## config.mk

```make
export PLATFORM = sky130hd
export DESIGN_NAME = pipe_hazard_scoreboard
export DESIGN_NICKNAME = d
export VERILOG_FILES = /design/src/rtl/pipe_hazard_scoreboard.sv
export SDC_FILE = /design/constraint.sdc
export NUM_CORES = 1
export LEC_CHECK = 0
export BUFFER_PORTS_ARGS = -buffer_cell sky130_fd_sc_hd__buf_2
export CAP_MARGIN = 20
export CORE_MARGIN = 2
export CORE_UTILIZATION = 50
export CTS_CLUSTER_SIZE = 24
export DETAILED_ROUTE_END_ITERATION = 10
export PLACE_DENSITY = 0.79
export SLEW_MARGIN = 20
export SYNTH_ARGS = -nofsm -noshare
export SYNTH_HDL_FRONTEND = slang
export SYNTH_SLANG_ARGS = --single-unit
```

## constraint.sdc

```tcl
create_clock -name CLK -period 8.4 [get_ports CLK]
set_input_delay 0.84 -clock CLK [delete_from_list [all_inputs] [get_ports CLK]]
set_output_delay 0.84 -clock CLK [all_outputs]
set_load 0.02 [all_outputs]
```

## src/rtl/pipe_hazard_scoreboard.sv

```systemverilog
// Register-dependency scoreboard for an in-order pipeline: tracks in-flight
// writers, decides stall vs. forward for each decode source operand.

module pipe_hazard_src #(
    parameter int NSTAGE     = 3,
    parameter int REGW       = 5,
    parameter int FWD_EN     = 1,
    parameter int LOAD_STAGE = 1,
    parameter int SELW       = 2
) (
    input  logic                         used,
    input  logic [REGW-1:0]              src,
    input  logic [NSTAGE-1:0]            ent_v,
    input  logic [NSTAGE-1:0]            ent_wr,
    input  logic [NSTAGE-1:0]            ent_ld,
    input  logic [NSTAGE-1:0][REGW-1:0]  ent_dst,
    output logic                         need_stall,
    output logic [SELW-1:0]              sel
);
    logic hit;
    int   hk;

    always_comb begin
        hit        = 1'b0;
        hk         = 0;
        need_stall = 1'b0;
        sel        = '0;
        // Scan oldest to youngest so the youngest producer wins.
        for (int k = NSTAGE-1; k >= 0; k--) begin
            if (used && src != '0 && ent_v[k] && ent_wr[k] && ent_dst[k] == src) begin
                hit = 1'b1;
                hk  = k;
            end
        end
        if (hit) begin
            if (FWD_EN != 0) begin
                if (ent_ld[hk] && hk < LOAD_STAGE) need_stall = 1'b1;
                else                               sel = SELW'(hk + 1);
            end else if (hk < NSTAGE-1) begin
                need_stall = 1'b1;
            end
        end
    end
endmodule

module pipe_hazard_scoreboard #(
    parameter int NSTAGE     = 3,
    parameter int NSRC       = 2,
    parameter int REGW       = 5,
    parameter int FWD_EN     = 1,
    parameter int LOAD_STAGE = 1,
    parameter int FLUSH_N    = 2,
    localparam int SELW      = $clog2(NSTAGE+1)
) (
    input  logic                   CLK,
    input  logic                   nRST,
    input  logic                   id_valid,
    input  logic [NSRC*REGW-1:0]   id_src,
    input  logic [NSRC-1:0]        id_src_used,
    input  logic [REGW-1:0]        id_dst,
    input  logic                   id_wr,
    input  logic                   id_load,
    input  logic                   advance,
    input  logic                   flush,
    output logic                   stall_out,
    output logic [NSRC*SELW-1:0]   fwd_sel,
    output logic [NSTAGE-1:0]      occ,
    output logic [31:0]            stall_cnt
);
    localparam logic [NSTAGE-1:0] FLUSH_MASK = NSTAGE'((1 << FLUSH_N) - 1);

    logic [NSTAGE-1:0]           ent_v, ent_wr, ent_ld;
    logic [NSTAGE-1:0][REGW-1:0] ent_dst;
    logic [NSRC-1:0]             src_stall;
    logic [NSRC-1:0][SELW-1:0]   src_sel;

    for (genvar s = 0; s < NSRC; s++) begin : g_src
        pipe_hazard_src #(
            .NSTAGE(NSTAGE), .REGW(REGW), .FWD_EN(FWD_EN),
            .LOAD_STAGE(LOAD_STAGE), .SELW(SELW)
        ) u_src (
            .used       (id_src_used[s]),
            .src        (id_src[s*REGW +: REGW]),
            .ent_v      (ent_v),
            .ent_wr     (ent_wr),
            .ent_ld     (ent_ld),
            .ent_dst    (ent_dst),
            .need_stall (src_stall[s]),
            .sel        (src_sel[s])
        );
        assign fwd_sel[s*SELW +: SELW] = stall_out ? '0 : src_sel[s];
    end

    assign stall_out = id_valid & (|src_stall);
    assign occ       = ent_v;

    // A stalled or flushed decode slot enters the pipe as a bubble.
    always_ff @(posedge CLK) begin
        if (!nRST) begin
            ent_v     <= '0;
            stall_cnt <= '0;
        end else if (advance) begin
            if (stall_out && stall_cnt != '1) stall_cnt <= stall_cnt + 32'd1;
            ent_v <= {ent_v[NSTAGE-2:0], id_valid & ~stall_out & ~flush}
                     & ~(flush ? FLUSH_MASK : '0);
        end
    end

    always_ff @(posedge CLK) begin
        if (advance) begin
            ent_wr  <= {ent_wr[NSTAGE-2:0], id_wr};
            ent_ld  <= {ent_ld[NSTAGE-2:0], id_load};
            ent_dst <= {ent_dst[NSTAGE-2:0], id_dst};
        end
    end
endmodule

```

; After elaboration in Yosys (flattened, before gate mapping)
; Index checks and enable logic that the tools add are counted.
[word_totals]
register_bits = 56
inputBits = 24
out_inout_bits = 40
[classes]
addsub = 3
order_cmp = 4
eq_ne = 7
muxes = 29
bitwise_logic = 7
n_reduce_logical = 27
[op_table]
columns = cell, n
row1 = adder 32 x 1 -> 32 bit (second input constant), 1
row2 = inequality test 32 bit (second input constant), 1
row3 = equality test 5 bit, 6
row4 = 2-to-1 mux 2 bit, 13
row5 = logical AND 1 bit, 23
row6 = 2-to-1 mux 1 bit, 14
row7 = nonzero test 5 bit, 2
row8 = < comparator 2 x 3 -> 1 bit (second input constant), 2
row9 = adder 2 x 1 -> 2 bit (second input constant), 2
row10 = binary-select mux 1 bit (select 2 bit), 2
row11 = < comparator 2 x 1 -> 1 bit (second input constant), 2
row12 = AND 1 bit, 3
row13 = AND 3 bit, 1
row14 = inverter 2 -> 3 bit, 1
row15 = inverter 1 bit, 2
row16 = AND reduction 2 bit, 1
row17 = OR reduction 2 bit, 1

; Logic depth before layout (Yosys ltp)
; Gate-level depths: netlist (run 1).
[logic_depth]
word_depth = 20
mapped_depth = 15

; By module
; A second synthesis (run 1) with hierarchy kept.
[unflattened]
hier_cells = 321
area_unflattened_um2 = 3104.2
[by_module_without_submodules]
columns = module, n_inst, cells_each, area_each_um2
row1 = pipe_hazard_scoreboard, 1, 243, 2468.6
row2 = pipe_hazard_src, 2, 39, 317.8

; Least setup slack after synthesis (run 1)
; Ideal clock, no wire load.
[synth_path]
kind = input -> output
startpoint = in id_src[6]
endpoint = out fwd_sel[0]
arrival_ps = 3694
path_slack_ps = 3866
cell_stages = 13
n_path_buf = 1
cell_sequence = or4_1 > o21ai_2 > nor2_1 > or2_2 > or3_1 > ha_1 > o41a_1 > o21ai_1 > o32ai_4 > buf_6 > nand2_4 > inv_2 > nor3_1
[synth_via]
elab_chain_cells = 17
word_cells_on_any_way = 30
cone_classes = order compare: 1 / eq/ne: 3 / mux: 12 / bitwise: 1 / reduce/logical: 13
[synth_lines]
columns = element, line
row1 = start: declaration, 58  ; input logic [NSRC*REGW-1:0] id_src,
row2 = nonzero test 5 bit, 30  ; if (used && src != '0 && ent_v[k] && ent_wr[k] && ent_dst[k] == src) begin
row3 = logical AND 1 bit (4 in a row), 30
row4 = 2-to-1 mux 2 bit (3 in a row), 30
row5 = binary-select mux 1 bit (select 2 bit), 37  ; if (ent_ld[hk] && hk < LOAD_STAGE) need_stall = 1'b1;
row6 = 2-to-1 mux 1 bit (not written as such) (2 in a row), 37
row7 = logical AND 1 bit, 37
row8 = 2-to-1 mux 1 bit, 37
row9 = 2-to-1 mux 1 bit *, 35  ; if (hit) begin
row10 = OR reduction 2 bit *, 94  ; assign stall_out = id_valid & (|src_stall);
row11 = AND 1 bit *, 94
row12 = named net stall_out, 65  ; output logic stall_out,
row13 = 2-to-1 mux 2 bit *, 91  ; assign fwd_sel[s*SELW +: SELW] = stall_out ? '0 : src_sel[s];
row14 = end: declaration, 66  ; output logic [NSRC*SELW-1:0] fwd_sel,
; Mark *: on every way through the listed nets, which the timed path passes. The rest lies on a longest branch. The select of a mux whose other input is x is not followed.

; Final worst setup path (run 1)
[layout_path]
startpoint = in id_src[6]
endpoint = out fwd_sel[0]
[layout_via]
elab_chain_cells = 17
word_cells_on_any_way = 30
cone_classes = order compare: 1 / eq/ne: 3 / mux: 12 / bitwise: 1 / reduce/logical: 13
[layout_lines]
columns = element, line
row1 = nonzero test 5 bit, 30
row2 = logical AND 1 bit (4 in a row), 30
row3 = 2-to-1 mux 2 bit (3 in a row), 30
row4 = binary-select mux 1 bit (select 2 bit), 37
row5 = 2-to-1 mux 1 bit (not written as such) (2 in a row), 37
row6 = logical AND 1 bit, 37
row7 = 2-to-1 mux 1 bit, 37
row8 = 2-to-1 mux 1 bit *, 35
row9 = OR reduction 2 bit *, 94
row10 = AND 1 bit *, 94
row11 = 2-to-1 mux 2 bit *, 91
; Every way passes the cells marked *; elsewhere a longest branch is shown, timed or not. The select of a mux whose other input is x is not followed.

==> load_flow_metrics.sql, run 1 <==
INSERT INTO impl_metrics (metric_group, metric, value, unit) VALUES
('outcome', 'run_status', 'finished, final reports clean', ''),
('setup_path', 'critical_path.slowest_cell', 'or4_1', ''),
('worst_hold_path', 'hold_path_startpoint', 'ent_wr[0]', ''),
('sta', 'post-route-worst-setup-slack', '3.62', 'ns'),
('worst_hold_path', 'holdPathStages', '0', ''),
('setup_path', 'critPathMostFrequentCell', 'buf_2', ''),
('final_layout', 'antenna_cells', '0', ''),
('clock_network', 'root_buffer', 'clkbuf_8', ''),
('setup_path', 'worst_r2r_endpoint', 'stall_cnt[12]', ''),
('die', 'die_height', '82.2', 'um'),
('clock_network', 'cts_resized', '0', ''),
('sta', 'timing.fmax', '209', 'MHz'),
('placed_design', 'total_half_perimeter_wirelength_after_legalization_and_detailed_placement', '5.36', 'mm'),
('synth', 'synth-compound-area-share', '0.120', ''),
('sta', 'setup_viol', '0', ''),
('placed_design', 'place.gp.congestion', '0.893', ''),
('final_layout', 'post_route_cells_drive_above_1_share', '0.228', ''),
('placed_design', 'placedCellCount', '449', ''),
('sta', 'holdWs', '0.465', 'ns'),
('power_and_ir_drop', 'total_power', '0.518', 'mW'),
('synth', 'netlist_area_before_placement', '3060', 'um2'),
('final_layout', 'layout.filler_cells', '505', ''),
('clock_network', 'ctsHoldBuffers', '0', ''),
('synth', 'synth_top_family_by_area', 'simple AND/OR/NAND/NOR gates', ''),
('die', 'core_region_area', '5920', 'um2'),
('detailed_routing', 'first_iteration_detailed_routing_drc_count', '196', ''),
('grt', 'track_usage', '0.228', ''),
('die', 'boundaryPins', '64', ''),
('detailed_routing', 'wirelength_per_cell', '15.9', 'um'),
('setup_path', 'rrSetupSlack', '4.60', 'ns'),
('synth', 'synthXorXnorAreaFrac', '0.115', ''),
('synth', 'async_reset_ff_frac', '0', ''),
('grt', 'grt_start_max_net_pins', '28', ''),
('sta', 'unrepaired_setup_endpoints_after_global_routing', 'no', ''),
('setup_path', 'timing.critical_path.cells', 'buf_2 -> or4_1 -> o21ai_2 -> nor2_1 -> or2_2 -> or3_1 -> ha_1 -> o41a_1 -> o21ai_1 -> o32ai_4 -> nand2_4 -> inv_2 -> nor3_1 -> buf_2', ''),
('detailed_routing', 'vias_per_cell', '5.74', ''),
('die', 'floorplan.die_area', '6750', 'um2'),
('synth', 'muxShareOfSynthArea', '0.0131', ''),
('synth', 'netlist.top_cell.by_area', 'dfxtp_1', ''),
('synth', 'synthSimpleGateAreaFrac', '0.280', ''),
('clock_network', 'htree_num_levels', '2', ''),
('placed_design', 'pre_cts_ws', '3.67', 'ns'),
('job', 'cap_violations', '0', ''),
('synth', 'synth.avg_cell_area', '9.55', 'um2'),
('setup_path', 'cp-start-kind', 'input port', ''),
('synth', 'synth_cells', '320', ''),
('synth', 'ys_dominant_reg_cell', 'dfxtp_1', ''),
('die', 'num_rows', '28', ''),
('die', 'die_w', '82.2', 'um'),
('clock_network', 'post-cts-setup-buffer-count', '0', ''),
('detailed_routing', 'drcViolationCount', '0', ''),
('setup_path', 'worstSetupPathType', 'input port to output port', ''),
('grt', 'grt_pass1_wl', '11.7', 'mm'),
('synth', 'yosysWarningCount', '0', ''),
('synth', 'synth-seq-area-share', '0.436', ''),
('synth', 'yosys_register_bits', '56', ''),
('synth', 'synth.top_cells.by_count', 'dfxtp_1 (35), nor2_1 (29), xor2_1 (24)', ''),
('final_layout', 'final-seq-area', '1330', 'um2'),
('clock_network', 'clock_latency_at_the_later_pin_of_the_worst_skew_pair', '0.31', 'ns'),
('clock_network', 'tritoncts', 'done', ''),
('power_and_ir_drop', 'power-per-cell-area', '147', 'nW/um2'),
('setup_path', 'largest_driver_fanout_on_the_critical_path', '13', ''),
('setup_path', 'r2r_start', 'ent_dst[7]', ''),
('worst_hold_path', 'min_delay_worst_endpoint', 'ent_wr[1]', ''),
('setup_path', 'required', '7.56', 'ns'),
('clock_network', 'clock_input_transition_at_the_sequential_cells_of_the_worst_setup_and_hold_paths', '0.10', 'ns'),
('synth', 'synth-adder-area-share', '0.0123', ''),
('final_layout', 'total_area_of_multi_input_combinational_cells', '1650', 'um2'),
('power_and_ir_drop', 'p_leak', '1.36', 'nW'),
('final_layout', 'nNetsFinal', '408', ''),
('sta', 'final_max_slew_viol_count', '0', '');
==> worst max-delay path, delay by kind of cell <==
kind	cells	cell delay, ns
and+or+nand+nor	6	1.67
buffers and inverters	3	0.40
AOI/OAI and AO/OA	4	0.83
adders and majority gates	1	0.19
==> cell families (layout without fill, tap and decap cells) <==
logic type	after synthesis	in the layout
mux	4	4
fa+ha+maj	3	3
flops	56	56
compound gates	51	51
buf+inv	16	78
simple gates	150	150
xor+xnor	40	40
==> stage by stage <==
| stage | util | instance area (um2) |
|---|---|---|
| CTS | 0.597 | 3530 |
| finish | 0.597 | 3530 |
| global placement | 0.577 | 3420 |
| detailed placement | 0.577 | 3420 |
| floorplan | - | 3060 |
| global route | 0.597 | 3530 |
==> cells in the final DEF (no fill, tap or decap), types with 2 or more instances in the layout <==
master	n
nor2_1	29
a21oi_1	14
o21ai_0	13
o21a_1	3
nand3b_1	2
xor2_1	24
or2_2	2
ha_1	3
dfxtp_1	35
and4_1	3
and2_1	8
edfxtp_1	21
or3_1	13
nor3_1	5
o21bai_1	3
or4_1	3
buf_2	63
nor4_1	10
o31a_1	2
inv_1	6
nand4_1	12
nand2_1	21
clkbuf_8	5
a211oi_1	2
o31ai_1	2
and3_1	11
xnor2_1	16
mux2i_1	4
nand2b_1	5
nand3_1	18
==> power by group <==
group | switching (mW) | internal [mW] | leakage (nW)
Combinational | 0.0244 | 0.0158 | 0.814
Clock | 0.0903 | 0.0899 | 0.0548
Sequential | 0.00770 | 0.290 | 0.487
==> cell type report <==
class                           instances  area share
Multi-Input combinational cell        248       0.467
Clock inverter                          3      0.0131
Clock buffer                            5      0.0195
Sequential cell                        56       0.377
Inverter                                7     0.00744
Timing Repair Buffer                   63      0.0892
Tap cell                               75      0.0266
==> state kept, by name, indices dropped and copies added, names as in the netlist <==
| register | count |
|---|---|
| ent_ld | 3 |
| stall_cnt | 32 |
| occ | 3 |
| ent_wr | 3 |
| ent_dst | 15 |
==> worst max path at each step <==
stage,end,slack [ns],cells after the start,start
after floorplan,fwd_sel[0],3.87,13,id_src[6]
after global placement,fwd_sel[0],3.77,14,id_src[6]
after detailed placement,fwd_sel[0],3.67,14,id_src[6]
after CTS,fwd_sel[0],3.67,14,id_src[6]
after global routing,fwd_sel[0],3.47,14,id_src[6]
final,fwd_sel[0],3.62,14,id_src[6]
==> metal layers <==
metal / part of all wire / wire length (um) / vias to the layer above / GRT usage
li1: - / - / 1292 / -
met1: 0.44 / 3200 / 1248 / 0.312
met2: 0.49 / 3580 / 80 / 0.368
met3: 0.056 / 404 / 4 / 0.0380
met4: 0.0090 / 65 / 0 / 0.0733
met5: 0 / 0 / - / 0
(Power assumes the default switching activity.)
==> run 2: changes to the inputs <==
--- a/config.mk
+++ b/config.mk
@@ -5,13 +5,14 @@
 export SDC_FILE = /design/constraint.sdc
 export NUM_CORES = 1
 export LEC_CHECK = 0
+export ABC_AREA = 1
 export BUFFER_PORTS_ARGS = -buffer_cell sky130_fd_sc_hd__buf_2
 export CAP_MARGIN = 20
 export CORE_MARGIN = 2
 export CORE_UTILIZATION = 50
 export CTS_CLUSTER_SIZE = 24
 export DETAILED_ROUTE_END_ITERATION = 10
-export PLACE_DENSITY = 0.79
+export PLACE_DENSITY = 0.8
 export SLEW_MARGIN = 20
 export SYNTH_ARGS = -nofsm -noshare
 export SYNTH_HDL_FRONTEND = slang
==> constraint.sdc (replaced) <==
create_clock -name CLK -period 4.2 [get_ports CLK]
set_input_delay 0.42 -clock CLK [delete_from_list [all_inputs] [get_ports CLK]]
set_output_delay 0.42 -clock CLK [all_outputs]
set_load 0.02 [all_outputs]
==> run 2 against run 1 <==
Hold slack got worse by 0.19 ns. First-iteration DRC count rose by 23%. Combinational power rose to 3.0 times the previous value. Global-route usage rose by 1.0 points. Clock power rose by 100%. Non-clock buffer count rose by 1. Sequential share of layout area fell by 7.4 points. Synthesized area rose by 30%. Highest routed layer unchanged. Count of clock-buffer cells in the layout rose by 1. Critical path depth did not move. Sequential power rose by 100%. Wire length rose by 37%.
==> load_flow_metrics.sql, run 2 <==
INSERT INTO impl_metrics (metric_group, metric, value, unit) VALUES
('outcome', 'run_status', 'finished, final reports clean', ''),
('sta', 'timing.final.crit_share', '0.789', ''),
('sta', 'final_max_slew_viol_count', '0', ''),
('job', 'cap_violations', '0', ''),
('synth', 'most_numerous_cell_in_the_yosys_netlist', 'nand2_1', ''),
('synth', 'synth_cells', '601', ''),
('grt', 'antenna_found_initial', '0', ''),
('synth', 'ys_dominant_reg_cell', 'dfxtp_1', ''),
('clock_network', 'cts_buffer_depth', '2', ''),
('placed_design', 'buffer_ports.inserted', '63', ''),
('sta', 'timing.fmax', '302', 'MHz'),
('clock_network', 'sinks_on_clock_net', '56', ''),
('placed_design', 'total_half_perimeter_wirelength_after_legalization_and_detailed_placement', '7.69', 'mm'),
('clock_network', 'clock_input_transition_at_the_sequential_cells_of_the_worst_setup_and_hold_paths', '0.10', 'ns'),
('final_layout', 'antenna_cells', '0', ''),
('clock_network', 'post-cts-setup-buffer-count', '0', ''),
('setup_path', 'rrSetupSlack', '1.53', 'ns'),
('final_layout', 'largest_register', 'stall_cnt', ''),
('final_layout', 'area.growth.synth_to_final', '11.0', '%'),
('detailed_routing', 'vias_per_cell', '5.09', ''),
('synth', 'synth_fp_nets', '628', ''),
('final_layout', 'post_route_cells_drive_above_1_share', '0.174', ''),
('synth', 'yosysWarningCount', '0', ''),
('synth', 'synth-seq-area-share', '0.336', ''),
('final_layout', 'nNetsFinal', '686', ''),
('sta', 'tightestPinTransition', '0.938', 'ns'),
('final_layout', 'layoutNonFillerInstCount', '762', ''),
('setup_path', 'worstSetupPathType', 'flip-flop to output port', ''),
('detailed_routing', 'postRouteAntennaNets', '0', ''),
('synth', 'async_reset_ff_frac', '0', ''),
('grt', 'overflow', '0', ''),
('synth', 'yosys_register_bits', '56', ''),
('die', 'num_rows', '32', ''),
('setup_path', 'worst_setup_path_end_kind', 'output port', ''),
('clock_network', 'cts_resized', '0', ''),
('sta', 'timing.max_slew.rel_slack', '0.373', ''),
('detailed_routing', 'final_routed_wirelength_across_all_metal_layers', '9.93', 'mm'),
('final_layout', 'layout_common_cells', 'nand2_1 (175), inv_1 (109), nor2_1 (104), buf_2 (63), dfxtp_1 (35)', ''),
('synth', 'synth.avg_cell_area', '6.60', 'um2'),
('sta', 'setup_viol', '0', ''),
('final_layout', 'largest_register_ffs', '32', ''),
('clock_network', 'tritoncts.num_buffers', '5', ''),
('clock_network', 'root_buffer', 'clkbuf_8', ''),
('sta', 'finalSetupTns', '0', 'ns'),
('detailed_routing', 'first_iteration_detailed_routing_drc_count', '241', ''),
('synth', 'synth.top_cells.by_count', 'nand2_1 (175), inv_1 (109), nor2_1 (104)', ''),
('final_layout', 'stdcell_area', '4400', 'um2'),
('synth', 'synthDistinctLibCells', '35', ''),
('sta', 'period_minus_slack', '3.31', 'ns'),
('clock_network', 'tritoncts', 'done', ''),
('setup_path', 'largest_driver_fanout_on_the_critical_path', '32', ''),
('die', 'die_w', '93.1', 'um'),
('synth', 'netlist.top_cell.by_area', 'dfxtp_1', ''),
('placed_design', 'place.gp.congestion', '0.978', ''),
('power_and_ir_drop', 'max-vdd-ir-drop', '0.135', 'mV'),
('sta', 'timing_hold_violations_final', '0', ''),
('setup_path', 'required', '3.78', 'ns'),
('placed_design', 'pre_cts_ws', '1.13', 'ns'),
('synth', 'synth-edff-count', '21', ''),
('detailed_routing', 'drt-pass1-iter-count', '4', ''),
('final_layout', 'layout_commonest_cell', 'nand2_1', ''),
('detailed_routing', 'drcViolationCount', '0', ''),
('setup_path', 'critical_path_arrival', '2.89', 'ns'),
('power_and_ir_drop', 'p_leak', '2.18', 'nW'),
('worst_hold_path', 'hold_path.class', 'input port to flip-flop', ''),
('final_layout', 'top_regs', 'stall_cnt: 32 flops, ent_dst: 15 flops', ''),
('synth', 'yosys-top-cells-area', 'dfxtp_1 (18%), nand2_1 (17%), edfxtp_1 (16%)', ''),
('final_layout', 'final_core_utilization', '0.570', ''),
('synth', 'synth_top_area_frac', '0.177', ''),
('detailed_routing', 'wirelength_per_cell', '13.0', 'um'),
('sta', 'post-route-worst-setup-slack', '0.887', 'ns'),
('clock_network', 'htree_num_levels', '2', ''),
('die', 'boundaryPins', '64', ''),
('grt', 'grt_start_max_net_pins', '34', ''),
('die', 'die_height', '93.1', 'um'),
('placed_design', 'placedCellCount', '754', ''),
('grt', 'track_usage', '0.238', ''),
('power_and_ir_drop', 'total_power', '1.09', 'mW'),
('die', 'core_region_area', '7730', 'um2'),
('synth', 'netlist_area_before_placement', '3970', 'um2'),
('sta', 'unrepaired_setup_endpoints_after_global_routing', 'no', ''),
('grt', 'grt_pass1_wl', '16.6', 'mm'),
('grt', 'vias_in_the_first_global_route', '3643', ''),
('sta', 'holdWs', '0.272', 'ns'),
('detailed_routing', 'vias', '3880', ''),
('placed_design', 'placed_area', '4290', 'um2'),
('clock_network', 'ctsHoldBuffers', '0', ''),
('clock_network', 'clock_latency_at_the_later_pin_of_the_worst_skew_pair', '0.31', 'ns'),
('die', 'initial_util', '0.513', ''),
('setup_path', 'cp-start-kind', 'flip-flop', ''),
('die', 'floorplan.die_area', '8660', 'um2'),
('power_and_ir_drop', 'power-per-cell-area', '247', 'nW/um2'),
('sta', 'timing.clock.skew', '0.00590', 'ns');
## run 2: power breakdown
group          leakage (nW)  switching [mW]  internal [mW]  total (mW)
logic                  1.64          0.0818         0.0392       0.121
clock network        0.0558           0.186          0.181       0.367
registers             0.488          0.0171          0.582       0.599
## run 2: path summary, 6_finish.rpt
path	startpoint	endpoint	cells after the start
setup / recovery	ent_dst[3]	fwd_sel[0]	14
hold reg to reg	ent_wr[0]	ent_wr[1]	0
setup reg to reg	stall_cnt[29]	stall_cnt[23]	10
hold / removal	id_dst[0]	ent_dst[0]	1
## run 2: layout make-up
cell class              count  area, um2
multi-input cells         416       2070
flip-flops and latches     56       1330
clock inverters             2       38.8
fillers                   737       3320
repair buffers             64        323
inverters                 116        435
clock buffers               6       72.6
well taps                 102        128
## run 2: cell families (layout without fill, tap and decap cells)
group / after synthesis / in the layout / share of synthesized area
AOI/OAI and AO/OA: 37 / 37 / 0.0618
adders and majority gates: 3 / 3 / 0.00946
buffers and inverters: 129 / 188 / 0.142
DFF: 56 / 56 / 0.336
and+or+nand+nor: 376 / 376 / 0.452
## run 2: critical path, cell delays in order, from the launching register on
cell and delay (ns):
edfxtp_1 0.55, a21oi_1 0.20, nand2_1 0.06, nor2_1 0.11, nand3_1 0.13, nand3_2 0.12, ha_1 0.15, inv_1 0.06
nor2_4 0.12, nand3_2 0.09, nand2_4 0.36, inv_1 0.11, nor2_1 0.28, a211oi_1 0.08, buf_2 0.17
## run 2: metal layers
| metal | up-vias | track usage | wire length (um) |
|---|---|---|---|
| li1 | 1999 | - | - |
| met1 | 1754 | 0.303 | 4500 |
| met2 | 106 | 0.411 | 4750 |
| met3 | 21 | 0.0403 | 487 |
| met4 | 0 | 0.0760 | 191 |
| met5 | - | 0 | 0 |
